$ cat src/rtl/nibble_op_reg.sv
// WIDTH-bit datapath register with load, shift, increment/decrement and shadow
// save/restore; registered carry/borrow/shift-out flag and combinational zero flag.
module nibble_op_reg #(
   parameter int unsigned      WIDTH     = 4,
   parameter logic [WIDTH-1:0] RESET_VAL = '0
) (
   input  logic             clk,
   input  logic             reset,
   input  logic             enable,
   input  logic [2:0]       op,
   input  logic [WIDTH-1:0] D,
   input  logic             ser_in,
   output logic [WIDTH-1:0] Q,
   output logic             carry,
   output logic             zero
);

   typedef enum logic [2:0] {
      OP_NOP     = 3'b000,
      OP_LOAD    = 3'b001,
      OP_SHL     = 3'b010,
      OP_SHR     = 3'b011,
      OP_INC     = 3'b100,
      OP_DEC     = 3'b101,
      OP_SAVE    = 3'b110,
      OP_RESTORE = 3'b111
   } op_e;

   localparam logic [WIDTH:0]   INC_ONE = {{WIDTH{1'b0}}, 1'b1};
   localparam logic [WIDTH-1:0] DEC_ONE = {{(WIDTH-1){1'b0}}, 1'b1};

   op_e              op_sel;
   logic [WIDTH-1:0] q_q, q_d;
   logic [WIDTH-1:0] shadow_q, shadow_d;
   logic             carry_q, carry_d;
   logic [WIDTH:0]   inc_sum;

   assign op_sel  = op_e'(op);
   // Increment at WIDTH+1 bits so the MSB is the wrap-around carry.
   assign inc_sum = {1'b0, q_q} + INC_ONE;

   always_comb begin
      q_d      = q_q;
      carry_d  = carry_q;
      shadow_d = shadow_q;
      if (enable) begin
         case (op_sel)
            OP_NOP: ;
            OP_LOAD: begin
               q_d     = D;
               carry_d = 1'b0;
            end
            OP_SHL: begin
               q_d     = {q_q[WIDTH-2:0], ser_in};
               carry_d = q_q[WIDTH-1];
            end
            OP_SHR: begin
               q_d     = {ser_in, q_q[WIDTH-1:1]};
               carry_d = q_q[0];
            end
            OP_INC: begin
               q_d     = inc_sum[WIDTH-1:0];
               carry_d = inc_sum[WIDTH];
            end
            OP_DEC: begin
               q_d     = q_q - DEC_ONE;
               carry_d = (q_q == '0);
            end
            OP_SAVE: shadow_d = q_q;
            OP_RESTORE: begin
               q_d     = shadow_q;
               carry_d = 1'b0;
            end
            default: ;
         endcase
      end
   end

   always_ff @(posedge clk) begin
      if (!reset) begin
         q_q      <= RESET_VAL;
         carry_q  <= 1'b0;
         shadow_q <= RESET_VAL;
      end else begin
         q_q      <= q_d;
         carry_q  <= carry_d;
         shadow_q <= shadow_d;
      end
   end

   assign Q     = q_q;
   assign carry = carry_q;
   assign zero  = (q_q == '0);

endmodule
$ cat config.mk
export PLATFORM = sky130hd
export DESIGN_NAME = nibble_op_reg
export DESIGN_NICKNAME = d
export VERILOG_FILES = /design/src/rtl/nibble_op_reg.sv
export SDC_FILE = /design/constraint.sdc
export NUM_CORES = 1
export LEC_CHECK = 0
export BUFFER_PORTS_ARGS = -buffer_cell sky130_fd_sc_hd__buf_2
export CORE_UTILIZATION = 39
export DETAILED_ROUTE_END_ITERATION = 8
export PLACE_DENSITY = 0.6
export SLEW_MARGIN = 10
export SYNTH_ARGS = -nofsm -noshare
export SYNTH_HDL_FRONTEND = slang
export SYNTH_SLANG_ARGS = --single-unit
$ cat constraint.sdc
create_clock -name clk -period 1.6 [get_ports clk]
set_input_delay 0.24 -clock clk [delete_from_list [all_inputs] [get_ports clk]]
set_output_delay 0.24 -clock clk [all_outputs]
set_load 0.005 [all_outputs]
==> impl_results.rst <==
.. list-table::
   :header-rows: 1

   * - Metric
     - Value
   * - Critical path endpoint category
     - register
   * - Filler instances
     - 195
   * - Kind of cell adding the most delay to the critical path
     - compound AO/OA/AOI/OAI gates
   * - Via count of the first global-routing pass
     - 615
   * - Number of CTS-inserted buffers
     - 3
   * - Fraction of registers with async set or reset after synthesis
     - 0
   * - Std-Cell Rows
     - 15
   * - Highest net fanout along the worst path
     - 4
   * - Top-level I/O count
     - 17
   * - Class of the most critical setup path
     - register to register
   * - Synth cell count leaders
     - sky130_fd_sc_hd__dfxtp_1 (9), sky130_fd_sc_hd__a21oi_1 (8), sky130_fd_sc_hd__nor2b_1 (7)
   * - Top area cells in the synthesized netlist
     - sky130_fd_sc_hd__dfxtp_1 (25%), sky130_fd_sc_hd__nor2b_1 (6.0%), sky130_fd_sc_hd__a21oi_1 (5.5%), sky130_fd_sc_hd__ha_1 (5.1%), sky130_fd_sc_hd__a2111oi_4 (3.7%)
   * - Clk_lat worst skew
     - 0.26 ns
   * - Fin Clk Skew
     - 0.00282 ns
   * - CTS tree
     - done
   * - GRT overflow
     - 0
   * - Clock slew at the register clock pins of the worst setup and hold paths
     - 0.06 ns
   * - DRC viols
     - 0
   * - Global-route wire length before repair
     - 2.99 mm
   * - Die Footprint
     - 2060 µm²
   * - Root buffer cell
     - sky130_fd_sc_hd__clkbuf_4
   * - Setup WS pre-CTS
     - 0.0589 ns
   * - Horizontal extent of the die
     - 45.4 µm
   * - Initial DRC count
     - 22
   * - Endpoint required time on the critical path
     - 1.79 ns
   * - Final total negative setup slack
     - 0 ns
   * - Aggregate routed wire length
     - 1.82 mm
   * - Yosys top cell by area
     - sky130_fd_sc_hd__dfxtp_1
   * - DR vias/cell
     - 5.44
   * - Final worst-path setup slack
     - 0.0560 ns
   * - Hold_ws
     - 0.258 ns
   * - Max IR drop VDD
     - 0.423 mV
   * - Mapped Area
     - 734 µm²
   * - Pin count of the biggest net entering global routing
     - 19
   * - Number of clock sinks
     - 9
   * - Yosys reg bits
     - 9
   * - Outcome
     - complete, no violations
   * - Final Hold Violating Endpoints
     - 0
   * - Element type at the critical path start
     - register
   * - Number of vias in the routed layout
     - 729
   * - Synthesized instance count
     - 88
   * - Static leakage
     - 0.000379 µW
   * - Initial Utilization
     - 0.421
   * - Class of the tightest hold or removal check
     - input pin to register
   * - Post-synth top flop
     - sky130_fd_sc_hd__dfxtp_1
   * - Number of hold buffers added after cts
     - 0
   * - Final Net Count
     - 124
   * - Number of buffers and inverters on the critical path
     - 0
   * - Routed length per placed instance
     - 13.6 µm
   * - Total count of max-transition violations in the final report
     - 0
   * - Synthesis-to-layout area growth
     - 24.7%
   * - Upper clock frequency limit
     - 648 MHz
   * - Fraction of final layout cells with drive strength greater than 1
     - 0.321
   * - Worst slew pin tran
     - 0.482 ns
   * - Yosys warning count
     - 0
   * - Syn_nets
     - 102
   * - Power density cells
     - 671 nW/µm²
   * - RD Place Congestion
     - 0.836
   * - Cells traversed along the worst timing path
     - or4b_4, a2111oi_4, o21ai_1, a21oi_1
   * - Arrival time worst endpoint
     - 1.74 ns
   * - Crit path largest cell delay
     - 0.55 ns
   * - Total of max-cap violations
     - 0
   * - Fin crit share
     - 0.965
   * - Number of enable-type register cells in the synthesized netlist
     - 0
   * - Sequential share of the synthesized area
     - 0.245
   * - All-Layer GR Usage
     - 0.204
   * - RSZ-0062 raised after global routing
     - no
   * - HPWL after detailed placement
     - 1.36 mm
   * - Number of antenna violations at the first check in global routing
     - 0
   * - Average cell area after synthesis
     - 8.35 µm²
   * - Number of buffers inserted by port buffering
     - 16
   * - Worst slew margin
     - 0.676
   * - Most common cell in the netlist
     - sky130_fd_sc_hd__dfxtp_1
   * - Count of antenna-violating nets left after detailed routing
     - 0
   * - Final Setup Violations
     - 0
   * - Antenna Diode Count
     - 0
   * - Pwr Total
     - 615 µW
   * - CTS H-Tree Depth
     - 1
   * - Area share of the leading cell type in the synthesized netlist
     - 0.245
   * - Count of distinct cell types in the synthesized netlist
     - 39
   * - Placeable core region
     - 1750 µm²
   * - Cell type of the slowest stage on the worst timing path
     - sky130_fd_sc_hd__or4b_4
   * - Maximum buffer depth of the clock tree
     - 2
   * - Chip height
     - 45.4 µm
   * - Time the final worst path needs with I/O delays and setup
     - 1.54 ns
   * - DR pass1 iterations
     - 4
## cell families (layout without fill, tap and decap cells)
family / Yosys count / in the layout / share of synthesized area
simple gates: 33 / 33 / 0.279
compound gates: 27 / 27 / 0.269
buf+inv: 11 / 32 / 0.0733
flops: 9 / 9 / 0.245
fa+ha+maj: 3 / 3 / 0.0511
mux: 3 / 3 / 0.0579
xor+xnor: 2 / 2 / 0.0239
## routing by layer
layer,vias to the layer above,GRT usage,share of wire
met2,14,0.343,0.50
met4,0,0.0545,0
met1,344,0.266,0.47
li1,371,-,-
met3,0,0.0357,0.030
met5,-,0,0
## worst reg2reg max path, delay by kind of cell, from the launching register on
family / cells / cell delay [ns]
flip-flops: 1 / 0.36
AND/OR/NAND/NOR: 1 / 0.55
AO/OA/AOI/OAI: 3 / 0.58
## metrics by stage
| step | utilization | cell area [µm²] | instances |
|---|---|---|---|
| floorplan | - | 734 | 88 |
| global placement | 0.506 | 883 | 130 |
| detailed placement | 0.506 | 883 | 130 |
| CTS | 0.521 | 910 | 134 |
| global route | 0.525 | 916 | 134 |
| finish | 0.525 | 916 | 134 |
## placed cells by master, fill, tap and decap left out, types with 2 or more instances in the layout
cell type and count:
sky130_fd_sc_hd__clkbuf_4 3, sky130_fd_sc_hd__nor2b_1 7, sky130_fd_sc_hd__ha_1 3, sky130_fd_sc_hd__dfxtp_1 8, sky130_fd_sc_hd__a21oi_1 8, sky130_fd_sc_hd__o21ai_0 5
sky130_fd_sc_hd__nand3_1 4, sky130_fd_sc_hd__nor2_1 5, sky130_fd_sc_hd__nand2_1 4, sky130_fd_sc_hd__buf_4 8, sky130_fd_sc_hd__buf_2 16, sky130_fd_sc_hd__mux2i_1 2
sky130_fd_sc_hd__nand4b_1 2, sky130_fd_sc_hd__inv_1 3, sky130_fd_sc_hd__nor4b_1 2, sky130_fd_sc_hd__a31oi_1 2, sky130_fd_sc_hd__nand2b_1 3
## repair_timing
item / 4_1_cts / 5_1_grt
buffers inserted: 0 / 0
endpoints found under the setup margin: 0 / 3
gates resized for setup: 0 / 2
## worst paths after layout
check	endpoint	slack, ns	cells past startpoint	start
hold / removal	Q[3]	0.26	3	D[3]
setup / recovery	Q[3]	0.06	4	Q[1]
hold reg to reg	Q[0]	0.49	2	Q[0]
setup reg to reg	Q[3]	0.06	4	Q[1]
## area by class of cell
class	count	area, µm²	share of cell area
Multi-Input combinational cell	68	505	0.552
Sequential cell	9	181	0.198
Timing Repair Buffer	25	160	0.175
Tap cell	25	31.3	0.0342
Clock buffer	4	26.3	0.0287
Inverter	3	11.3	0.0123
## where the power goes
group,switching [µW],internal [µW]
sequential,13.7,235
combinational,94.7,94.5
clock,80.6,96.1
## registers in the layout, summed over array words and instances (netlist names)
register / count
Q: 4
carry: 1
shadow_q: 4
(Power assumes the default switching activity.)
